## src/rtl/pipelined_adder_pkg.sv

```systemverilog
// Shared constants and helpers for the pipelined adder.
// The optional overflow output is enabled by defining PIPELINED_ADDER_OVF_EN.
package pipelined_adder_pkg;

    localparam int unsigned DEFAULT_WIDTH  = 32;
    localparam int unsigned DEFAULT_STAGES = 4;

    // Bits handled by each pipeline stage; guards against a zero stage count.
    function automatic int unsigned chunk_width(input int unsigned width,
                                                input int unsigned stages);
        return (stages == 0) ? width : width / stages;
    endfunction

endpackage

```

## src/rtl/pipelined_adder_stage.sv

```systemverilog
// One pipeline stage: adds a CW-bit operand chunk plus carry-in and registers
// the chunk sum, chunk carry and the stage valid bit when enabled.
module pipelined_adder_stage
    import pipelined_adder_pkg::*;
#(
    parameter int unsigned CW = chunk_width(DEFAULT_WIDTH, DEFAULT_STAGES)
) (
    input  logic          clk,
    input  logic          rst,
    input  logic          en_i,
    input  logic          valid_i,
    input  logic [CW-1:0] a_i,
    input  logic [CW-1:0] b_i,
    input  logic          carry_i,
    output logic          valid_o,
    output logic [CW-1:0] sum_o,
    output logic          carry_o
);

    logic          valid_q;
    logic [CW-1:0] sum_q;
    logic [CW-1:0] sum_d;
    logic          carry_q;
    logic          carry_d;

    always_comb begin
        {carry_d, sum_d} = {1'b0, a_i} + {1'b0, b_i} + {{CW{1'b0}}, carry_i};
    end

    always_ff @(posedge clk) begin
        if (rst) begin
            valid_q <= 1'b0;
            sum_q   <= '0;
            carry_q <= 1'b0;
        end else if (en_i) begin
            valid_q <= valid_i;
            sum_q   <= sum_d;
            carry_q <= carry_d;
        end
    end

    assign valid_o = valid_q;
    assign sum_o   = sum_q;
    assign carry_o = carry_q;

endmodule

```

## src/rtl/pipelined_adder.sv

```systemverilog
// Carry-pipelined adder: STAGES chunks of WIDTH/STAGES bits, valid/ready flow
// control. Define PIPELINED_ADDER_OVF_EN to add the signed-overflow output ovf.
module pipelined_adder
    import pipelined_adder_pkg::*;
#(
    parameter int unsigned WIDTH  = DEFAULT_WIDTH,
    parameter int unsigned STAGES = DEFAULT_STAGES
) (
    input  logic             clk,
    input  logic             rst,
    input  logic             in_valid,
    output logic             in_ready,
    input  logic [WIDTH-1:0] a,
    input  logic [WIDTH-1:0] b,
    input  logic             cin,
    output logic             out_valid,
    input  logic             out_ready,
    output logic [WIDTH-1:0] sum,
    output logic             cout
`ifdef PIPELINED_ADDER_OVF_EN
    ,
    output logic             ovf
`endif
);

    localparam int unsigned CW = chunk_width(WIDTH, STAGES);

    if ((STAGES == 0) ? 1'b1 : ((WIDTH % STAGES) != 0)) begin : g_bad_cfg
        $error("pipelined_adder: WIDTH must be a multiple of STAGES and STAGES >= 1");
    end

    logic            adv;
    logic [STAGES:0] valid_p;
    logic [STAGES:0] carry_p;

    // The whole pipeline moves in lockstep; a stalled output freezes every stage.
    assign in_ready   = !out_valid || out_ready;
    assign adv        = in_ready;
    assign valid_p[0] = in_valid;
    assign carry_p[0] = cin;
    assign out_valid  = valid_p[STAGES];
    assign cout       = carry_p[STAGES];

    for (genvar k = 0; k < STAGES; k++) begin : g_chunk
        localparam int unsigned AD = k;
        localparam int unsigned HD = STAGES - 1 - k;

        logic [CW-1:0] a_k;
        logic [CW-1:0] b_k;
        logic [CW-1:0] s_k;

        // Chunk k of the operands waits k cycles so it meets its carry.
        if (AD == 0) begin : g_direct
            assign a_k = a[CW-1:0];
            assign b_k = b[CW-1:0];
        end else begin : g_delay
            logic [CW-1:0] a_dq [AD];
            logic [CW-1:0] b_dq [AD];

            always_ff @(posedge clk) begin
                if (rst) begin
                    for (int unsigned i = 0; i < AD; i++) begin
                        a_dq[i] <= '0;
                        b_dq[i] <= '0;
                    end
                end else if (adv) begin
                    a_dq[0] <= a[k*CW +: CW];
                    b_dq[0] <= b[k*CW +: CW];
                    for (int unsigned i = 1; i < AD; i++) begin
                        a_dq[i] <= a_dq[i-1];
                        b_dq[i] <= b_dq[i-1];
                    end
                end
            end

            assign a_k = a_dq[AD-1];
            assign b_k = b_dq[AD-1];
        end

        pipelined_adder_stage #(
            .CW(CW)
        ) u_stage (
            .clk    (clk),
            .rst    (rst),
            .en_i   (adv),
            .valid_i(valid_p[k]),
            .a_i    (a_k),
            .b_i    (b_k),
            .carry_i(carry_p[k]),
            .valid_o(valid_p[k+1]),
            .sum_o  (s_k),
            .carry_o(carry_p[k+1])
        );

        // Finished low chunks are held until the top chunk catches up.
        if (HD == 0) begin : g_out
            assign sum[k*CW +: CW] = s_k;
        end else begin : g_hold
            logic [CW-1:0] s_dq [HD];

            always_ff @(posedge clk) begin
                if (rst) begin
                    for (int unsigned i = 0; i < HD; i++) begin
                        s_dq[i] <= '0;
                    end
                end else if (adv) begin
                    s_dq[0] <= s_k;
                    for (int unsigned i = 1; i < HD; i++) begin
                        s_dq[i] <= s_dq[i-1];
                    end
                end
            end

            assign sum[k*CW +: CW] = s_dq[HD-1];
        end

`ifdef PIPELINED_ADDER_OVF_EN
        if (HD == 0) begin : g_ovf
            logic a_msb_q;
            logic b_msb_q;

            always_ff @(posedge clk) begin
                if (rst) begin
                    a_msb_q <= 1'b0;
                    b_msb_q <= 1'b0;
                end else if (adv) begin
                    a_msb_q <= a_k[CW-1];
                    b_msb_q <= b_k[CW-1];
                end
            end

            assign ovf = (a_msb_q == b_msb_q) && (sum[WIDTH-1] != a_msb_q);
        end
`endif
    end

endmodule

```

## config.mk

```make
export PLATFORM = sky130hd
export DESIGN_NAME = pipelined_adder
export DESIGN_NICKNAME = d
export VERILOG_FILES = /design/src/rtl/pipelined_adder_pkg.sv /design/src/rtl/pipelined_adder_stage.sv /design/src/rtl/pipelined_adder.sv
export SDC_FILE = /design/constraint.sdc
export NUM_CORES = 1
export LEC_CHECK = 0
export CAP_MARGIN = 10
export CORE_MARGIN = 3
export CORE_UTILIZATION = 60
export DETAILED_ROUTE_END_ITERATION = 10
export PLACE_DENSITY = 0.88
export SLEW_MARGIN = 40
export SYNTH_ARGS = -nofsm -noshare
export SYNTH_HDL_FRONTEND = slang
export SYNTH_SLANG_ARGS = --single-unit
export TNS_END_PERCENT = 50
```

## constraint.sdc

```tcl
create_clock -name clk -period 15.35 [get_ports clk]
set_clock_uncertainty 0.1 [all_clocks]
set_input_delay 4.605 -clock clk [delete_from_list [all_inputs] [get_ports clk]]
set_output_delay 4.605 -clock clk [all_outputs]
set_load 0.005 [all_outputs]
```

* After elaboration in Yosys (flattened, before gate mapping)
Memories as Yosys holds them, arrays and structs flattened. Index checks and enable logic that the tools add are counted.
Operators by class: reduce and logical (&&, ||, !) cells 5, add/sub/neg operators 8, bitwise gates (word level) 15, muxes and demuxes 26
Operators with widths (number):
- $mux W8 | 18
- $add A8 B8 Y9 | 4
- $add A9 B1 Y9 | 4
- $reduce_or A8 Y1 | 3
- $or A1 B1 Y1 | 15
- $mux W1 | 8
- $logic_not A1 Y1 | 1
- $logic_or A1 B1 Y1 | 1
Storage, ports and cells: input bits 69, bits in writable memories 144, memories 9, logic and storage cells 75, output and inout port bits 35, register bits 40
Memories:
- g_chunk[0].g_hold.s_dq | words 3, width 8, read ports 3, clocked after memory_dff 0, write ports 3, RTL line pipelined_adder.sv:99 | logic [CW-1:0] s_dq [HD];
- g_chunk[3].g_delay.a_dq | words 3, width 8, read ports 3, clocked after memory_dff 0, write ports 3, RTL line pipelined_adder.sv:57 | logic [CW-1:0] a_dq [AD];
- g_chunk[3].g_delay.b_dq | words 3, width 8, read ports 3, clocked after memory_dff 0, write ports 3, RTL line pipelined_adder.sv:58 | logic [CW-1:0] b_dq [AD];
- g_chunk[1].g_hold.s_dq | words 2, width 8, read ports 2, clocked after memory_dff 0, write ports 2, RTL line pipelined_adder.sv:99
- g_chunk[2].g_delay.a_dq | words 2, width 8, read ports 2, clocked after memory_dff 0, write ports 2, RTL line pipelined_adder.sv:57
- g_chunk[2].g_delay.b_dq | words 2, width 8, read ports 2, clocked after memory_dff 0, write ports 2, RTL line pipelined_adder.sv:58
- +3 memories

* Depth between registers and ports, before layout
Gate-level depths: netlist of the first run.
depth after elaboration 7, gate-level depth with buffers 8

* Hierarchy
Synthesis of the first run repeated with hierarchy kept, for this count alone.
Unflattened totals: cells, all modules 636, area total of the unflattened synthesis 9345.2 um2
By module, submodules not included:
- pipelined_adder | cells each 339, area an instance 6533.8 um2, seq. area each 4324.1 um2, times used 1
- pipelined_adder_stage (g_chunk[0].u_stage ...) | cells each 72, area an instance 685.7 um2, seq. area each 200.2 um2, times used 2
- pipelined_adder_stage (g_chunk[3].u_stage) | cells each 81, area an instance 743.2 um2, seq. area each 200.2 um2, times used 1
- pipelined_adder_stage (g_chunk[2].u_stage) | cells each 72, area an instance 696.9 um2, seq. area each 200.2 um2, times used 1

* Least setup slack after synthesis of the first run
OpenSTA, ideal clock, no wires.
kind input to output, from in out_ready, to out in_ready, stages on the path 4, path slack 5308 ps, arrival time 5337 ps, cells stage by stage nor2b_1 inv_1 clkbuf_1 clkbuf_1
On the way: word-level cells in the longest chain between the ends 1
RTL lines:
- start, declared | RTL line pipelined_adder.sv:17 | input logic out_ready,
- $logic_or A1 B1 Y1 | RTL line pipelined_adder.sv:37 | assign in_ready = !out_valid || out_ready;
- end, declared | RTL line pipelined_adder.sv:12 | output logic in_ready,
Every way passes these cells.

* Worst setup path in the final report of the first run
Same ends and word-level chain as after synthesis.

==> results of run 1 <==
[area by class of cell]
class                      count  area, um2
clock inverter                14      173.9
clock buffer                  18      429.2
sequential                   184       5125
inverter                      15      62.56
tap                          172      215.2
timing repair buffer         108       1076
fill                         826       3191
multi-input combinational    399       2655
[state kept, by name, summed over array words and instances (netlist names)]
signal	cells
g_chunk.g_hold.s_dq	48
g_chunk.g_delay.a_dq	48
g_chunk.g_delay.b_dq	48
g_chunk.u_stage.sum_o	32
g_chunk.u_stage.carry_o	4
g_chunk.u_stage.valid_o	4
[per-layer routing]
| layer | part of all wire, % | track usage [%] |
|---|---|---|
| met2 | 50 | 34.73 |
| met3 | 6.5 | 4.562 |
| met1 | 42 | 27.75 |
| met4 | 1.9 | 8.258 |
| met5 | 0 | 0 |
[logic make-up after synthesis]
logic type / count (synthesis)
compound gates: 99
flops: 184
xor+xnor: 6
buf+inv: 78
fa+ha+maj: 36
simple gates: 258
[metrics by stage]
| step | power (mW) | worst slack, ps | hold WS (ps) |
|---|---|---|---|
| finish | 1.111 | 4185 | 344.4 |
| global route | 1.151 | 4091 | 361.7 |
| CTS | 1.114 | 4223 | 348.0 |
| detailed placement | 0.6803 | 4237 | 340.6 |
| global placement | 0.6738 | 4256 | 337.4 |
| floorplan | 0.6396 | 5308 | 316.8 |
[final timing paths]
kind,start,end,slack (ps)
setup / recovery,out_ready,in_ready,4190
hold / removal,g_chunk[1].u_stage.sum_o[4],g_chunk[1].u_stage.sum_o[4],340
hold reg to reg,g_chunk[1].u_stage.sum_o[4],g_chunk[1].u_stage.sum_o[4],340
setup reg to reg,g_chunk[3].u_stage.valid_o,g_chunk[3].g_delay.b_dq[0][17],12330
[worst max-delay path: cells and delay by family]
| kind | cells | cell delay (ps) |
|---|---|---|
| AND/OR/NAND/NOR | 1 | 110 |
| buffers and inverters | 4 | 1720 |
[Yosys cell counts (all sizes together), types with 4 or more instances]
library cell	number
dfxtp	40
buf	22
nor2b	8
nor2	18
a21o	7
nand3	13
o21ai	18
clkbuf	41
nand2	38
a21oi	40
a31oi	6
xnor2	5
and3	147
nor3	11
or3	5
ha	28
fa	8
inv	15
nand4	4
nor4b	6
o211ai	6
edfxtp	144
or4	7
a211oi	10
[where the power goes]
group,switching (mW),internal (mW)
clock,0.182,0.257
sequential,0.0121,0.566
combinational,0.0424,0.0508
==> results.yml, run 1 <==
floorplanning:
  io_pins: 104
  die_x_um: 122.4
  die_h_um: 122.4
  num_rows: 41
  dieArea_um2: 14980
  initial_core_util_pct: 62.88
  fp.coreArea_um2: 12930
clock_network:
  cts_tree: "built"
  clock-root-buffer: "clkbuf_16"
  clk_latency_ps: 430
  clkTransAtPathRegs_ps: 70
  hold_buffers: 0
  cts_max_path_buffers: 2
  cts_resized: 0
  cts_sinks: 184
  numCtsBuffers: 17
  post_cts_buffers: 0
  htree_levels: 4
grt:
  antenna_found_initial: 0
  grt_usage_pct: 21.14
  grt_pass1_wl_um: 24530
  overflow: 0
  grt_max_degree: 138
  grt_pass1_vias: 5126
drt:
  postRouteAntennaNets: 0
  drt-initial-drc-count: 541
  vias: 5352
  post_drt_wl_per_cell_um: 16.70
  vias_per_cell: 5.881
  wirelength_um: 15200
  route.detailed.drc: 0
  drtPass1Iterations: 5
cells_and_area:
  final_area_um2: 9737
  fin_cells: 910
  postLayoutCoreUtil_pct: 75.32
  drive_gt1_share_pct: 5.827
  antenna_cells: 0
  fin_nets: 830
  final_common_cell: "and3_1"
  final_cell_mix: "and3_1, edfxtp_1, clkdlybuf4s50_1"
  syn2layout_area_growth_pct: 19.78
yosys:
  synth_edf_count: 144
  ys_seq_area_share_pct: 63.04
  synth_top_area_share_pct: 53.19
  yosys-mux-area-fraction_pct: 0
  synth_area_um2: 8129
  async_flop_share_pct: 0
  synth_xor_area_share_pct: 0.6465
  netlist_instances: 661
  synth_warnings: 0
  synth.top_cells.by_area: "edfxtp_1, and3_1, dfxtp_1"
  synth-simple-area-share_pct: 18.12
  syn_nets: 766
  yosysTopAreaCell: "edfxtp_1"
  syn_avg_cell_area_um2: 12.30
  synth_fa_ha_area_share_pct: 6.280
  synth-seq-cells: 184
  synth_compound_area_share_pct: 7.527
  synth_top_flop_cell: "edfxtp_1"
  synthDistinctLibCells: 38
  synth_top_family_by_area: "simple AND/OR/NAND/NOR gates"
timing:
  slew_viol_final: 0
  tightest_slew_ps: 793.0
  clock.fmax_mhz: 89.57
  setup_violations: 0
  relSlewSlack_pct: 47.13
  tns_ps: 0
  rsz0062_at_grt: "no"
  fin_crit_sh_pct: 72.73
  hold_violations: 0
  layout_min_cycle_time_ps: 11160
worst_setup_path:
  required_ps: 10650
  cp-end-kind: "primary output"
  r2r_cells: 6
  cpMostUsedCell: "clkdlybuf4s50_1"
  start_kind: "input pin"
  crit_slowest_cell: "clkdlybuf4s50_1"
  cp_cell_sequence: "clkdlybuf4s50_1 > nor2b_4 > buf_4 > inv_4 > clkdlybuf4s50_1"
  crit_fanout: 56
  critPathArrivalTime_ps: 6460
  critPathKind: "in -> out"
  cpPeakStageDelay_ps: 520
hold_path:
  hold_depth: 2
  hold_class: "reg -> reg"
place:
  dp.cells: 878
  place.detailed.hpwl_um: 9539
  place_congestion: 0.8907
  port_buffers: 103
  placed_area_um2: 9134
pwr:
  leakage_nw: 4.322
  irDropWorstVdd_v: 0.00008729
  pwr_density_cell_nw_per_um2: 114.1
run_status:
  status: "finished, final reports clean"
flow_run:
  drv_cap: 0
Note: power is estimated with default switching activity, not from simulation.
==> run 2: changes to the inputs <==
- CORE_UTILIZATION: 60 -> 55
- PLACE_DENSITY: 0.88 -> 0.81
- clock period: 15.35 -> 11.3 ns (I/O delays scaled with it)
==> run 2 against run 1 <==
Net effect:
- via count shrank 1.2%
- global-route usage shrank 2.2 points
- largest cell class unchanged
- power grew 37%
- highest routed layer unchanged
- register-to-register slack lost 3900 ps
- clock-buffer cell count grew 2
- die area grew 8.6%
- largest power group unchanged
- first-iteration DRC count shrank 14%
==> results.yml, run 2 (synthesis results as in run 1) <==
timing:
  setup_violations: 0
  slew_viol_final: 0
  tightest_slew_ps: 755.6
  layout_min_cycle_time_ps: 8704
  tns_ps: 0
  rsz0062_at_grt: "no"
  relSlewSlack_pct: 49.63
  hold_violations: 0
  setup_ws_ps: 2596
  fin_crit_sh_pct: 77.03
  clock.fmax_mhz: 114.9
hold_path:
  hold_class: "reg -> reg"
grt:
  overflow: 0
  grt_pass1_wl_um: 24700
  grt_usage_pct: 18.99
  grt_pass1_vias: 5142
  grt_max_degree: 137
  antenna_found_initial: 0
cells_and_area:
  reg.largest.list: "g_chunk.g_hold.s_dq: 48 flops, g_chunk.g_delay.a_dq: 48 flops, g_chunk.g_delay.b_dq: 48 flops"
  fin_cells: 918
  fin_nets: 830
  final_cell_mix: "and3_1, edfxtp_1, clkdlybuf4s50_1"
  final_common_cell: "and3_1"
  drive_gt1_share_pct: 5.556
  syn2layout_area_growth_pct: 20.16
  antenna_cells: 0
place:
  dp.cells: 886
  place.detailed.hpwl_um: 9551
  port_buffers: 103
  dp_slack_ps: 2637
  place_congestion: 0.8883
drt:
  route.detailed.drc: 0
  vias_per_cell: 5.758
  vias: 5286
  postRouteAntennaNets: 0
  drtPass1Iterations: 5
  wirelength_um: 15120
  post_drt_wl_per_cell_um: 16.47
  drt-initial-drc-count: 463
worst_setup_path:
  start_kind: "input pin"
  crit_fanout: 56
  critPathKind: "in -> out"
  required_ps: 7810
  critPathArrivalTime_ps: 5210
  regToRegSetupSlack_ps: 8390
  cp-end-kind: "primary output"
clock_network:
  numCtsBuffers: 17
  htree_levels: 4
  hold_buffers: 0
  clkTransAtPathRegs_ps: 60
  post_cts_buffers: 0
  cts_sinks: 184
  clock-root-buffer: "clkbuf_16"
  cts_max_path_buffers: 2
  cts_resized: 0
  cts_tree: "built"
  clk_latency_ps: 420
floorplanning:
  die_x_um: 127.6
  num_rows: 43
  io_pins: 104
  fp.coreArea_um2: 14150
  die_h_um: 127.6
  dieArea_um2: 16280
  initial_core_util_pct: 57.45
run_status:
  status: "finished, final reports clean"
pwr:
  total_power_mw: 1.524
  leakage_nw: 4.326
  irDropWorstVdd_v: 0.0001139
  pwr_density_cell_nw_per_um2: 156.1
flow_run:
  drv_cap: 0
==> run 2: changes by cell type in the layout (fill, tap and decap cells not counted), sizes merged <==
| cell | previous run | this run |
|---|---|---|
| bufinv | 3 | 4 |
| clkinv | 6 | 3 |
| clkbuf | 18 | 20 |
| inv | 16 | 15 |
| clkinvlp | 4 | 5 |
==> run 2: critical path: stages <==
cell	delay (ps)
clkdlybuf4s50_1	440
nor2b_4	110
buf_4	440
inv_4	260
clkdlybuf4s50_1	520
==> run 2: final timing paths <==
check / start / end / depth (start not counted)
setup reg to reg: g_chunk[3].u_stage.valid_o / g_chunk[3].g_delay.b_dq[0][8] / 6
hold reg to reg: g_chunk[2].u_stage.sum_o[0] / g_chunk[2].u_stage.sum_o[0] / 2
setup / recovery: out_ready / in_ready / 5
hold / removal: g_chunk[2].u_stage.sum_o[0] / g_chunk[2].u_stage.sum_o[0] / 2
==> run 2: layer usage <==
layer  share of wire (%)  vias to the layer above  track usage [%]  wire (um)
met3                 6.8                       29            4.515       1026
met2                  49                      187            31.34       7398
li1                    -                     2588                -          -
met1                  42                     2482            24.50       6384
met5                   0                        -                0          0
met4                 2.1                        0            7.303        314
==> run 2: final cells by class <==
type	count	area, um2
Fill cell	964	4382
Timing Repair Buffer	108	1076
Multi-Input combinational cell	399	2655
Sequential cell	184	5125
Clock buffer	20	446.7
Inverter	15	65.06
Clock inverter	12	175.2
Tap cell	180	225.2
==> run 2: power breakdown <==
part / internal (mW) / switching (mW) / leakage, nW
Sequential: 0.769 / 0.0156 / 2.04
Clock: 0.375 / 0.238 / 0.286
Combinational: 0.0688 / 0.0573 / 2.00
==> run 2: per-stage QoR <==
stage	util, %	hold WS, ps	cell area (um2)
6_report	69.03	352.4	9768
5_1_grt	69.03	361.0	9768
4_1_cts	69.03	355.2	9768
3_5_place_dp	64.64	339.3	9146
3_3_place_gp	64.59	336.5	9139
2_1_floorplan	-	316.8	8129
